--- src/rtl/wb_stage_pkg.sv ---
// ============================================================================
// Module : wb_stage_pkg
// Brief  : Shared load-type codes and constants for the write-back stage.
// Rev    : 1.0
// ============================================================================
`default_nettype none

package wb_stage_pkg;

  localparam int unsigned c_REG_ADDR_W = 5;
  localparam logic [31:0] c_ZERO_WORD  = 32'h0000_0000;

  localparam logic [2:0] c_LOAD_NONE = 3'd0;
  localparam logic [2:0] c_LOAD_LB   = 3'd1;
  localparam logic [2:0] c_LOAD_LBU  = 3'd2;
  localparam logic [2:0] c_LOAD_LH   = 3'd3;
  localparam logic [2:0] c_LOAD_LHU  = 3'd4;
  localparam logic [2:0] c_LOAD_LW   = 3'd5;
  localparam logic [2:0] c_LOAD_LWL  = 3'd6;
  localparam logic [2:0] c_LOAD_LWR  = 3'd7;

endpackage

`default_nettype wire

--- src/rtl/wb_stage_align.sv ---
// ============================================================================
// Module : load_align
// Brief  : Big-endian load extraction/merge for byte, half, word, LWL, LWR.
// Rev    : 1.0
// ============================================================================
`default_nettype none

module load_align
  import wb_stage_pkg::*;
#(
  parameter int LOAD_TYPE_W = 3
) (
  input  logic [LOAD_TYPE_W-1:0] load_type_i,
  input  logic [1:0]             addr_lo_i,
  input  logic [31:0]            ram_data_i,
  input  logic [31:0]            reg2_i,
  output logic [31:0]            result_o
);

  logic [2:0]  w_code;
  logic [4:0]  w_rsh;
  logic [4:0]  w_lsh;
  logic [7:0]  w_byte;
  logic [15:0] w_half;
  logic [31:0] w_lmask;
  logic [31:0] w_rmask;

  always_comb begin
    w_code  = 3'(load_type_i);
    // Offset 0 is the most significant byte, so the right-shift grows as n shrinks.
    w_rsh   = {2'(2'd3 - addr_lo_i), 3'b000};
    w_lsh   = {addr_lo_i, 3'b000};
    w_byte  = 8'(ram_data_i >> w_rsh);
    w_half  = addr_lo_i[1] ? ram_data_i[15:0] : ram_data_i[31:16];
    w_lmask = 32'hFFFF_FFFF << w_lsh;
    w_rmask = 32'hFFFF_FFFF >> w_rsh;

    result_o = c_ZERO_WORD;
    case (w_code)
      c_LOAD_LB:  result_o = {{24{w_byte[7]}}, w_byte};
      c_LOAD_LBU: result_o = {24'h000000, w_byte};
      c_LOAD_LH:  result_o = {{16{w_half[15]}}, w_half};
      c_LOAD_LHU: result_o = {16'h0000, w_half};
      c_LOAD_LW:  result_o = ram_data_i;
      c_LOAD_LWL: result_o = (ram_data_i << w_lsh) | (reg2_i & ~w_lmask);
      c_LOAD_LWR: result_o = (ram_data_i >> w_rsh) | (reg2_i & ~w_rmask);
      default:    result_o = c_ZERO_WORD;
    endcase
  end

endmodule

`default_nettype wire

--- src/rtl/wb_stage.sv ---
// ============================================================================
// Module : wb_stage
// Brief  : MEM/WB pipeline register, load alignment and LLbit with bypass.
// Rev    : 1.0
// ============================================================================
`default_nettype none

module wb_stage
  import wb_stage_pkg::*;
#(
  parameter int LOAD_TYPE_W = 3
) (
  input  logic                    clk,
  input  logic                    rst,
  input  logic                    stall_mem,
  input  logic                    stall_wb,
  input  logic                    flush,
  input  logic [c_REG_ADDR_W-1:0] mem_wd,
  input  logic                    mem_wreg,
  input  logic [31:0]             mem_wdata,
  input  logic [31:0]             mem_reg2,
  input  logic [LOAD_TYPE_W-1:0]  mem_load_type,
  input  logic [31:0]             mem_ram_data,
  input  logic [1:0]              mem_addr_lo,
  input  logic                    mem_ll_we,
  input  logic                    mem_ll_value,
  output logic [c_REG_ADDR_W-1:0] wb_wd,
  output logic                    wb_wreg,
  output logic [31:0]             wb_wdata,
  output logic                    llbit_o
);

  localparam logic [LOAD_TYPE_W-1:0] c_LT_NONE = LOAD_TYPE_W'(c_LOAD_NONE);

  logic [c_REG_ADDR_W-1:0] r_wd_q;
  logic                    r_wreg_q;
  logic [31:0]             r_wdata_q;
  logic [31:0]             r_reg2_q;
  logic [LOAD_TYPE_W-1:0]  r_lt_q;
  logic [31:0]             r_ram_q;
  logic [1:0]              r_lo_q;
  logic                    r_llwe_q;
  logic                    r_llval_q;
  logic                    r_llbit_q;
  logic                    w_bubble;
  logic                    w_load;
  logic [31:0]             w_align;

  assign w_bubble = flush | (stall_mem & ~stall_wb);
  assign w_load   = ~stall_mem;

  always_ff @(posedge clk) begin
    if (rst || w_bubble) begin
      r_wd_q    <= '0;
      r_wreg_q  <= 1'b0;
      r_wdata_q <= c_ZERO_WORD;
      r_reg2_q  <= c_ZERO_WORD;
      r_lt_q    <= c_LT_NONE;
      r_ram_q   <= c_ZERO_WORD;
      r_lo_q    <= 2'b00;
      r_llwe_q  <= 1'b0;
      r_llval_q <= 1'b0;
    end else if (w_load) begin
      r_wd_q    <= mem_wd;
      r_wreg_q  <= mem_wreg;
      r_wdata_q <= mem_wdata;
      r_reg2_q  <= mem_reg2;
      r_lt_q    <= mem_load_type;
      r_ram_q   <= mem_ram_data;
      r_lo_q    <= mem_addr_lo;
      r_llwe_q  <= mem_ll_we;
      r_llval_q <= mem_ll_value;
    end
  end

  // A held LLbit write simply re-applies during a WB stall, which is harmless.
  always_ff @(posedge clk) begin
    if (rst || flush) begin
      r_llbit_q <= 1'b0;
    end else if (r_llwe_q) begin
      r_llbit_q <= r_llval_q;
    end
  end

  load_align #(
    .LOAD_TYPE_W (LOAD_TYPE_W)
  ) u_align (
    .load_type_i (r_lt_q),
    .addr_lo_i   (r_lo_q),
    .ram_data_i  (r_ram_q),
    .reg2_i      (r_reg2_q),
    .result_o    (w_align)
  );

  assign wb_wd    = r_wd_q;
  assign wb_wreg  = r_wreg_q;
  assign wb_wdata = (r_wreg_q && (r_lt_q != c_LT_NONE)) ? w_align : r_wdata_q;
  assign llbit_o  = (r_llwe_q && !flush) ? r_llval_q : r_llbit_q;

endmodule

`default_nettype wire
--- config.mk ---
export PLATFORM = sky130hd
export DESIGN_NAME = wb_stage
export DESIGN_NICKNAME = d
export VERILOG_FILES = /design/src/rtl/wb_stage_pkg.sv /design/src/rtl/wb_stage_align.sv /design/src/rtl/wb_stage.sv
export SDC_FILE = /design/constraint.sdc
export NUM_CORES = 1
export LEC_CHECK = 0
export CAP_MARGIN = 10
export CORE_UTILIZATION = 43
export DETAILED_ROUTE_END_ITERATION = 6
export PLACE_DENSITY = 0.72
export SLEW_MARGIN = 0
export SYNTH_ARGS = -nofsm -noshare
export SYNTH_HDL_FRONTEND = slang
export SYNTH_SLANG_ARGS = --single-unit
--- constraint.sdc ---
create_clock -name clk -period 3.8 [get_ports clk]
set_input_delay 0.57 -clock clk [delete_from_list [all_inputs] [get_ports clk]]
set_output_delay 0.57 -clock clk [all_outputs]
set_load 0.005 [all_outputs]
==> metrics.txt, run 1 <==
1st-iter DRT viols=660; Cells after Synth=628; Synth warnings=0; Net Switching=607 uW; CP endpoint kind=output pin; Peak VDD IR=0.000278 V; dpl cell area=7450 sq um; Clock Latency Late Sink=0.35 ns; CP max stage delay=0.65 ns; most frequent cell after synthesis=nor2_1; flop2flop setup slack=2.22 ns; CP max FO=15; Antenna diodes=0; WP depth=6; Routed Antenna Nets=0; Slew HR=33.6%; clock slew seen by the registers of the worst setup and hold paths=0.07 ns; total setup buffers inserted after CTS=0; Via density=5.74; Comb pwr share=13.4%; Die ar.=14,300 sq um; DR vias=5,341; Slew @ Worst Pin=0.995 ns; core area=13,400 sq um; sw frac=22.9%; initial antenna violation count=0; GPL Wtd Cong=0.918; max_cap viols=0; Slew Viols, Final=0; number of H-tree levels=3; Cell Area, Synth=5960 sq um; Flop pwr share=46.4%; clk_skew=0.0000752 ns; cell family with most CP delay=compound AO/OA/AOI/OAI gates; r2r startpoint=r_lo_q[1]; Multi-input gate area=3410 sq um; RSZ-0062 raised after global routing=no; CP Cell Sequence=buf_4 -> nand2_1 -> a21oi_1 -> a22oi_1 -> a31oi_1 -> clkdlybuf4s50_1; DP HPWL=13,500 um; final instance area=7790 sq um; layout cells sized above 1=8.48%; number of flops mapped to enable cells by yosys=0; Initial Util=44.5%; hold-fix buffers at CTS=0; Post-CTS Resized=0; top post-synthesis cells by area=dfxtp_1 (37%), mux2i_1 (22%), nor2_1 (9.6%), mux4_2 (4.9%), a222oi_1 (2.5%); Pleak=2.93 nW; largest net degree at the start of global routing=60; power per cell area=340 nW/um^2; Syn-to-layout area delta=30.7%; drt wl/cell=19.7 um; Final min period=3.53 ns; clock share of power=40.3%; post-route setup slack=0.265 ns; top cell type by total area after synthesis=dfxtp_1; clk buf depth=2; fin nets=864; worst r2r path cells=3; Reg area=2210 sq um; via count of the first global-routing pass=5,254; IO Port Bufs=152; sequential element share of the synthesized area=37.0%; gr usage total=25.8%; Post-synth top cells=nor2_1 (152), mux2i_1 (133), dfxtp_1 (110), nand2_1 (32), a21oi_1 (26); ys flop type=dfxtp_1; Setup CP Type=reg2out; Startpoint Class=register; internal power=2.04 mW; synthesized area per cell=9.49 sq um; total chip power=2.65 mW; worst setup path startpoint=r_lo_q[0]; crit path max-delay cell type=a21oi_1; Die Wd=120 um; CTS tree=done; Netlist cell types=45; CTS buffer count=9; post-synth top area share=37.0%; CP endpoint=wb_wdata[31]; # rows=42; WL final=18,300 um; CP bufs+invs=2; Yosys reg bits=110; clk sinks=110; Setup violations, final=0; post-place setup slack=0.573 ns; gr ovfl total=0; arrival time at the worst endpoint=2.96 ns; fmax=283 MHz; TritonRoute pass-1 iters=6; first-pass GRT wire length=28,200 um; outcome=finished, final reports clean; DIE HEIGHT=120 um; Worst R2R End=r_lo_q[1]; FILL cells=1,181; Root Buffer=clkbuf_16; share of synthesized flip-flops with an asynchronous set or reset=0%; Post-Route Setup TNS=0 ns; WP data required=3.23 ns; final hold viol count=0; Synth Net Count=742; final period utilization=93.0%; worst min path class=reg2reg; remaining routing DRC violations=0; Ports=153
[state kept, by name (all words and copies together) (netlist names)]
| register | count |
|---|---|
| r_wdata_q | 32 |
| wb_wreg | 1 |
| r_llwe_q | 1 |
| r_lt_q | 3 |
| r_lo_q | 2 |
| r_ram_q | 32 |
| wb_wd | 5 |
| r_reg2_q | 32 |
| r_llbit_q | 1 |
| r_llval_q | 1 |
[stage by stage]
step,hold slack [ns],cells,utilization [%]
final,0.504,931,58.1
after CTS,0.507,931,58.1
after detailed placement,0.492,915,55.6
after floorplan,0.459,628,-
after global placement,0.475,915,55.6
after global routing,0.522,931,58.1
[routing by layer]
layer | vias up | share of wire, % | GRT usage, %
met3 | 56 | 7.8 | 6.04
met2 | 275 | 46 | 40.6
met4 | 0 | 3.6 | 12.1
li1 | 2505 | - | -
met1 | 2505 | 43 | 33.4
met5 | - | 0 | 0
[tightest hold or removal path, stage by stage, from the launching register on]
cell	delay, ns
dfxtp_1	0.33
mux2i_1	0.07
nor2_1	0.08
[power groups by stage]
stage          Sequential [mW]  Clock [mW]  Combinational (mW)
2_1_floorplan             1.23           0               0.184
6_report                  1.23        1.07               0.354
4_1_cts                   1.23        1.09               0.355
3_5_place_dp              1.25           0               0.352
3_3_place_gp              1.25           0               0.347
5_1_grt                   1.23        1.12               0.379
[area by class of cell]
class | instances | area share (%)
inverter | 3 | 0.145
tap | 176 | 2.83
clock buffer | 9 | 2.89
sequential | 110 | 28.3
timing repair buffer | 162 | 20.5
multi-input combinational | 464 | 43.8
clock inverter | 7 | 1.45
[cell families after synthesis]
| group | count (synthesis) | synth area share, % |
|---|---|---|
| compound gates | 98 | 12.0 |
| xor+xnor | 1 | 0.147 |
| buf+inv | 54 | 5.90 |
| flops | 110 | 37.0 |
| mux | 161 | 31.1 |
| simple gates | 204 | 13.9 |
[layout by cell type, fill, tap and decap left out, drive strengths merged, types with 11 or more instances in the layout]
| cell type | instances |
|---|---|
| mux2i | 133 |
| clkdlybuf4s50 | 151 |
| a222oi | 15 |
| buf | 11 |
| nand2 | 32 |
| mux4 | 17 |
| a21oi | 27 |
| mux2 | 11 |
| dfxtp | 110 |
| nor2 | 153 |
| a31oi | 17 |
[worst min path at each step]
stage,from,endpoint,depth (start not counted)
floorplan,r_reg2_q[0],r_reg2_q[0],2
global placement,r_reg2_q[0],r_reg2_q[0],2
detailed placement,r_wdata_q[22],r_wdata_q[22],2
CTS,wb_wd[4],wb_wd[4],2
global route,r_reg2_q[25],r_reg2_q[25],2
finish,wb_wd[4],wb_wd[4],2
No activity file was read; power rests on OpenSTA's default activity.
==> inputs of run 2 (changes only) <==
HOLD_SLACK_MARGIN = 0.12   (was not set)
SLEW_MARGIN = not set   (was 0)
==> results of run 2 <==
The final DEF is identical to that of run 1; final timing and power are the same.
